--- config.mk ---
export PLATFORM = sky130hd
export DESIGN_NAME = alu_exec_seq
export DESIGN_NICKNAME = d
export VERILOG_FILES = /design/src/rtl/alu_exec_pkg.sv /design/src/rtl/alu_iter_shifter.sv /design/src/rtl/alu_exec_seq.sv
export SDC_FILE = /design/constraint.sdc
export NUM_CORES = 1
export LEC_CHECK = 0
export CORE_ASPECT_RATIO = 1.1
export CORE_MARGIN = 3
export CORE_UTILIZATION = 40
export DETAILED_ROUTE_END_ITERATION = 8
export HOLD_SLACK_MARGIN = 0.06
export PLACE_DENSITY_LB_ADDON = 0.12
export SLEW_MARGIN = 10
export SYNTH_ARGS = -nofsm -noshare
export SYNTH_HDL_FRONTEND = slang
export SYNTH_HIERARCHICAL = 1
export SYNTH_SLANG_ARGS = --single-unit
--- constraint.sdc ---
create_clock -name clk -period 5.94 [get_ports clk]
set_clock_uncertainty 0.15 [all_clocks]
set_input_delay 1.485 -clock clk [delete_from_list [all_inputs] [get_ports clk]]
set_output_delay 1.485 -clock clk [all_outputs]
set_load 0.01 [all_outputs]
--- src/rtl/alu_exec_pkg.sv ---
// Shared definitions for the ALU execute stage: control-vector bit indices, FSM states, shift kinds.
// The optional barrel-shifter build (ALU_FASTSHIFT_EN) uses the same definitions.
package alu_exec_pkg;

  localparam int CTRL_W    = 26;
  localparam int OP_ADD    = 0;
  localparam int OP_SUB    = 1;
  localparam int OP_AND    = 2;
  localparam int OP_OR     = 3;
  localparam int OP_XOR    = 4;
  localparam int OP_NOR    = 5;
  localparam int OP_SLT    = 6;
  localparam int OP_SLTU   = 7;
  localparam int OP_SLL    = 8;
  localparam int OP_SRL    = 9;
  localparam int OP_SRA    = 10;
  localparam int OP_PASSB  = 11;
  localparam int CTRL_RSVD = 23;

  typedef enum logic {
    IDLE  = 1'b0,
    SHIFT = 1'b1
  } state_e;

  typedef enum logic [1:0] {
    SLL = 2'd0,
    SRL = 2'd1,
    SRA = 2'd2
  } shift_kind_e;

endpackage

--- src/rtl/alu_iter_shifter.sv ---
// One-bit-per-cycle shifter: accumulator plus down-counter with start/done handshake.
// Not instantiated when ALU_FASTSHIFT_EN is defined.
module alu_iter_shifter
  import alu_exec_pkg::*;
#(
  parameter int  WIDTH   = 32,
  localparam int SHAMT_W = $clog2(WIDTH)
) (
  input  logic               clk,
  input  logic               rst,
  input  logic               start,
  input  shift_kind_e        kind,
  input  logic [WIDTH-1:0]   data_in,
  input  logic [SHAMT_W-1:0] amount,
  output logic               done,
  output logic [WIDTH-1:0]   result
);

  logic [WIDTH-1:0]   acc_q, acc_d;
  logic [SHAMT_W-1:0] cnt_q, cnt_d;
  shift_kind_e        kind_q, kind_d;
  logic [WIDTH-1:0]   acc_shifted;

  function automatic logic [WIDTH-1:0] shift1(input logic [WIDTH-1:0] v, input shift_kind_e k);
    case (k)
      SLL:     return {v[WIDTH-2:0], 1'b0};
      SRL:     return {1'b0, v[WIDTH-1:1]};
      default: return {v[WIDTH-1], v[WIDTH-1:1]};
    endcase
  endfunction

  assign acc_shifted = shift1(acc_q, kind_q);
  // The final shift is taken combinationally so the result is ready on the count-1 cycle.
  assign done        = (cnt_q == SHAMT_W'(1));
  assign result      = acc_shifted;

  always_comb begin
    acc_d  = acc_q;
    cnt_d  = cnt_q;
    kind_d = kind_q;
    if (start) begin
      acc_d  = data_in;
      cnt_d  = amount;
      kind_d = kind;
    end else if (cnt_q != '0) begin
      acc_d = acc_shifted;
      cnt_d = cnt_q - SHAMT_W'(1);
    end
  end

  always_ff @(posedge clk or posedge rst) begin
    if (rst) begin
      acc_q  <= '0;
      cnt_q  <= '0;
      kind_q <= SLL;
    end else begin
      acc_q  <= acc_d;
      cnt_q  <= cnt_d;
      kind_q <= kind_d;
    end
  end

endmodule

--- src/rtl/alu_exec_seq.sv ---
// ALU execute stage: one-hot control vector in, registered result out over valid/ready.
// ALU_FASTSHIFT_EN selects a single-cycle barrel shifter instead of the iterative one.
module alu_exec_seq
  import alu_exec_pkg::*;
#(
  parameter int  WIDTH   = 32,
  localparam int SHAMT_W = $clog2(WIDTH)
) (
  input  logic              clk,
  input  logic              rst,
  input  logic              in_valid,
  output logic              in_ready,
  input  logic [CTRL_W-1:0] ctrl_vec,
  input  logic [WIDTH-1:0]  op_a,
  input  logic [WIDTH-1:0]  op_b,
  output logic              out_valid,
  input  logic              out_ready,
  output logic [WIDTH-1:0]  out_result,
  output logic              out_zero,
  output logic              out_illegal,
  output logic              busy
);

  logic               out_valid_q, out_valid_d;
  logic [WIDTH-1:0]   out_result_q, out_result_d;
  logic               out_zero_q, out_zero_d;
  logic               out_illegal_q, out_illegal_d;
  logic [3:0]         op_sel;
  logic               op_hit;
  logic [SHAMT_W-1:0] shamt;
  logic [WIDTH-1:0]   imm_res;
  logic               accept;
  logic               load;
  logic [WIDTH-1:0]   load_val;
  logic               load_ill;
  logic               unused_ctrl;

  // Upper control lines (including the reserved bit) carry no operation here.
  assign unused_ctrl = ^ctrl_vec[CTRL_W-1:OP_PASSB+1];
  assign shamt       = op_b[SHAMT_W-1:0];
  assign accept      = in_valid && in_ready;

  always_comb begin
    op_sel = '0;
    op_hit = 1'b0;
    for (int i = OP_PASSB; i >= 0; i--) begin
      if (ctrl_vec[i]) begin
        op_sel = 4'(i);
        op_hit = 1'b1;
      end
    end
  end

  always_comb begin
    imm_res = '0;
    if (op_hit) begin
      case (op_sel)
        4'(OP_ADD):  imm_res = op_a + op_b;
        4'(OP_SUB):  imm_res = op_a - op_b;
        4'(OP_AND):  imm_res = op_a & op_b;
        4'(OP_OR):   imm_res = op_a | op_b;
        4'(OP_XOR):  imm_res = op_a ^ op_b;
        4'(OP_NOR):  imm_res = ~(op_a | op_b);
        4'(OP_SLT):  imm_res = {{(WIDTH-1){1'b0}}, ($signed(op_a) < $signed(op_b))};
        4'(OP_SLTU): imm_res = {{(WIDTH-1){1'b0}}, (op_a < op_b)};
`ifdef ALU_FASTSHIFT_EN
        4'(OP_SLL):  imm_res = op_a << shamt;
        4'(OP_SRL):  imm_res = op_a >> shamt;
        4'(OP_SRA):  imm_res = WIDTH'($signed(op_a) >>> shamt);
`else
        // Only reached for a zero shift amount; nonzero amounts take the iterative path.
        4'(OP_SLL), 4'(OP_SRL), 4'(OP_SRA): imm_res = op_a;
`endif
        4'(OP_PASSB): imm_res = op_b;
        default:      imm_res = '0;
      endcase
    end
  end

`ifdef ALU_FASTSHIFT_EN

  assign in_ready = !out_valid_q || out_ready;
  assign busy     = 1'b0;

  always_comb begin
    load     = accept;
    load_val = imm_res;
    load_ill = !op_hit;
  end

`else

  state_e      state_q, state_d;
  logic        is_shift;
  shift_kind_e sh_kind;
  logic        sh_start;
  logic        sh_done;
  logic [WIDTH-1:0] sh_res;

  assign is_shift = op_hit && (op_sel >= 4'(OP_SLL)) && (op_sel <= 4'(OP_SRA));
  assign sh_kind  = (op_sel == 4'(OP_SLL)) ? SLL :
                    (op_sel == 4'(OP_SRL)) ? SRL : SRA;
  assign in_ready = (state_q == IDLE) && (!out_valid_q || out_ready);
  assign busy     = (state_q != IDLE);

  alu_iter_shifter #(.WIDTH(WIDTH)) u_shifter (
    .clk     (clk),
    .rst     (rst),
    .start   (sh_start),
    .kind    (sh_kind),
    .data_in (op_a),
    .amount  (shamt),
    .done    (sh_done),
    .result  (sh_res)
  );

  always_comb begin
    state_d  = state_q;
    sh_start = 1'b0;
    load     = 1'b0;
    load_val = imm_res;
    load_ill = !op_hit;
    case (state_q)
      IDLE: begin
        if (accept) begin
          if (is_shift && (shamt != '0)) begin
            sh_start = 1'b1;
            state_d  = SHIFT;
          end else begin
            load = 1'b1;
          end
        end
      end
      SHIFT: begin
        if (sh_done) begin
          load     = 1'b1;
          load_val = sh_res;
          load_ill = 1'b0;
          state_d  = IDLE;
        end
      end
      default: state_d = IDLE;
    endcase
  end

  always_ff @(posedge clk or posedge rst) begin
    if (rst) state_q <= IDLE;
    else     state_q <= state_d;
  end

`endif

  always_comb begin
    out_valid_d   = out_valid_q && !out_ready;
    out_result_d  = out_result_q;
    out_zero_d    = out_zero_q;
    out_illegal_d = out_illegal_q;
    if (load) begin
      out_valid_d   = 1'b1;
      out_result_d  = load_val;
      out_zero_d    = (load_val == '0);
      out_illegal_d = load_ill;
    end
  end

  always_ff @(posedge clk or posedge rst) begin
    if (rst) begin
      out_valid_q   <= 1'b0;
      out_result_q  <= '0;
      out_zero_q    <= 1'b0;
      out_illegal_q <= 1'b0;
    end else begin
      out_valid_q   <= out_valid_d;
      out_result_q  <= out_result_d;
      out_zero_q    <= out_zero_d;
      out_illegal_q <= out_illegal_d;
    end
  end

  assign out_valid   = out_valid_q;
  assign out_result  = out_result_q;
  assign out_zero    = out_zero_q;
  assign out_illegal = out_illegal_q;

endmodule

==> results.sh <==
export IMPL_gr_max_usage_layer="met2"
export IMPL_fin_crit_ns=5.642
export IMPL_cts_root_buf="clkbuf_16"
export IMPL_wl_microns=44380
export IMPL_path_max_fanout=4
export IMPL_slew_viol_final=0
export IMPL_netlist_area_sq_um=10030
export IMPL_stdcell_area_sq_um=13150
export IMPL_drc_errors=0
export IMPL_final_common_cell="buf_4"
export IMPL_slew_headroom_pct=13.61
export IMPL_register_area_sq_um=1877
export IMPL_fillers=2364
export IMPL_grt_max_degree=44
export IMPL_post_drt_wl_per_cell_microns=23.79
export IMPL_synthToLayoutAreaGrowth_pct=31.08
export IMPL_cts_tree="yes"
export IMPL_antenna_cells=0
export IMPL_ios=131
export IMPL_core_sq_um=24550
export IMPL_critPathSlowestCell="clkdlybuf4s50_1"
export IMPL_tightest_slew_ns=1.279
export IMPL_dr_total_vias=11730
export IMPL_synth_nets=1505
export IMPL_yosysSeqAreaShare_pct=18.71
export IMPL_powerDensity_nw_per_um2=237.5
export IMPL_multi_input_area_sq_um=7470
export IMPL_rsz0062_at_grt="false"
export IMPL_post_cts_buffers=0
export IMPL_met3_usage_pct=2.578
export IMPL_synth_async_sr_flop_share_pct=100.0
export IMPL_port_buffers=116
export IMPL_instances_no_fill=1866
export IMPL_arrival_ns=5.75
export IMPL_drtAntennaViolNets=0
export IMPL_grt_usage_pct=31.90
export IMPL_synth_edf_count=0
export IMPL_vias_per_cell=6.283
export IMPL_finalCritPeriodShare_pct=94.98
export IMPL_crit_type="primary input to flip-flop"
export IMPL_final_cell_mix="buf_4 (194), nand2_1 (120), clkdlybuf4s50_1 (116)"
export IMPL_irDropWorstVdd_mv=0.1816
export IMPL_cap_violations=0
export IMPL_hpwlAfterDp_microns=35670
export IMPL_drive_gt1_share_pct=20.37
export IMPL_cp_end_kind="flip-flop"
export IMPL_clk_pin_slew_ns=0.06
export IMPL_cts_buffers=9
export IMPL_leakagePower_uw=0.005801
export IMPL_required_ns=6.05
export IMPL_gp_congestion=1.061
export IMPL_hp_class="flip-flop to flip-flop"
export IMPL_synth_top_flop_cell="dfrtp_1"
export IMPL_ctsLongestPathBuffers=2
export IMPL_fin_util_pct=53.56
export IMPL_setup_violations=0
export IMPL_status="finished clean"
export IMPL_insertion_delay_ns=0.33
export IMPL_drt_initial_drc_count=1302
export IMPL_die_x_microns=157.0
export IMPL_nets=1745
export IMPL_startpoint_type="primary input"
export IMPL_hold_viol_final=0
export IMPL_synth_seq_cells=75
export IMPL_cpMostUsedCell="buf_4"
export IMPL_setup_tns_ns=0
export IMPL_yosys_cell_types_count=73
export IMPL_row_count=60
export IMPL_die_h_microns=172.1
export IMPL_cts_htree_levels=3
export IMPL_antenna_found_initial=0
export IMPL_critPathMaxStageDelay_ns=0.45
export IMPL_ys_warn_count=6
export IMPL_placed_area_sq_um=12780
export IMPL_cts_sinks=75
export IMPL_drt_first_pass_iters=6
export IMPL_place_inst=1850
export IMPL_postSynthAreaPerCell_sq_um=7.651
export IMPL_grt_use_met1_pct=47.57
export IMPL_dieArea_sq_um=27020
export IMPL_grt_overflow=0
export IMPL_postSynthCellCount=1311
export IMPL_start_util_pct=40.86
export IMPL_grt_pass1_wl_microns=66160
export IMPL_fmax_ghz=0.1772
export IMPL_crit_chain="clkdlybuf4s50_1, inv_1, ha_1, inv_1, fa_1, nor2b_1, o311ai_0, buf_4, a21oi_1, buf_4, nand2_1, nand4_1, xnor2_1, a221oi_2, buf_4, nor2_1, or4_1, nor4_1, buf_4, nand4b_1, o21ai_1"
export IMPL_grt_use_met2_pct=50.00
export IMPL_first_global_vias=10970
## layout make-up
type | instances | share of cell area [%]
Clock buffer | 11 | 1.922
Clock inverter | 5 | 0.6280
Inverter | 107 | 3.055
Multi-Input combinational cell | 1045 | 56.81
Sequential cell | 75 | 14.27
Tap cell | 310 | 2.950
Timing Repair Buffer | 313 | 20.36
## worst max-delay path: cells and delay by family
kind / cells / cell delay, ns
buffers and inverters: 7 / 1.36
and+or+nand+nor: 7 / 1.25
AOI/OAI and AO/OA: 4 / 0.86
adders and majority gates: 2 / 0.59
xor gates and xnor gates: 1 / 0.19
## cells by family (layout without fill, tap and decap cells)
group / Yosys count / count (layout) / synth area share [%]
adders and majority gates: 100 / 100 / 12.62
AOI/OAI and AO/OA: 472 / 472 / 33.63
xor gates and xnor gates: 28 / 28 / 2.445
muxes: 63 / 63 / 6.910
buffers and inverters: 191 / 436 / 7.447
DFF: 75 / 75 / 18.71
and+or+nand+nor: 382 / 382 / 18.24
## where the power goes
part	switching, uW	internal [uW]
combinational	848	833
clock	216	392
sequential	134	700
## per-stage QoR
stage | setup slack [ns] | hold slack, ns | total power [uW]
finish | 0.2981 | 0.3292 | 3123
global route | 0.04382 | 0.3508 | 3303
CTS | 0.2132 | 0.3334 | 3092
detailed placement | -0.1236 | 0.3199 | 2475
global placement | -0.1094 | 0.3116 | 2449
floorplan | 1.043 | 0.3662 | 1758
## routing by layer
metal	up-vias	part of all wire, %
met2	654	44
met1	5604	45
met4	0	2.5
li1	5391	-
met3	76	8.8
met5	-	0
## sequential cells by signal, indices dropped and copies added, names as in the netlist
register and flops:
out_valid 1, busy 1, out_zero 1, u_shifter/cnt_q 5, u_shifter/kind_q 2, out_result 32
u_shifter/acc_q 32, out_illegal 1
## what timing repair did
item,in CTS,in global routing
hold endpoints to repair,0,0
hold buffers,0,0
setup endpoints to repair,0,1
gates resized for setup,0,9
## synthesized netlist by cell type, types with 12 or more instances
cell / count / share of area [%]
o21ai_0: 88 / 4.4
buf_2: 15 / 0.75
nor2_1: 92 / 3.4
inv_1: 106 / 4.0
dfrtp_1: 75 / 19
a211oi_1: 22 / 1.6
mux2i_1: 13 / 1.3
a31oi_1: 18 / 1.1
a221oi_1: 32 / 2.8
o211ai_1: 34 / 2.5
o31ai_1: 15 / 1.1
nand3_1: 28 / 1.4
or3_1: 36 / 2.2
a21oi_1: 93 / 4.6
a221o_1: 18 / 1.8
a21o_1: 15 / 1.1
xnor2_1: 19 / 1.7
nand2_1: 120 / 4.5
nor3_1: 27 / 1.3
o21a_1: 13 / 0.97
clkbuf_1: 57 / 2.1
mux2_2: 50 / 5.6
nor2b_1: 12 / 0.75
o221a_2: 31 / 3.5
ha_1: 98 / 12
## final timing paths
kind                                         start  slack, ns  cells past startpoint             endpoint
worst max register to register  u_shifter/cnt_q[1]       1.86                     15             out_zero
min in group asynchronous                      rst       1.45                      3        out_result[3]
worst min-delay path                out_result[25]       0.33                      2       out_result[25]
worst min register to register      out_result[25]       0.33                      2       out_result[25]
max in group asynchronous                      rst       3.77                      3  u_shifter/acc_q[24]
worst max-delay path                       op_a[0]       0.30                     21             out_zero
Power figures use the tool's default switching activity.
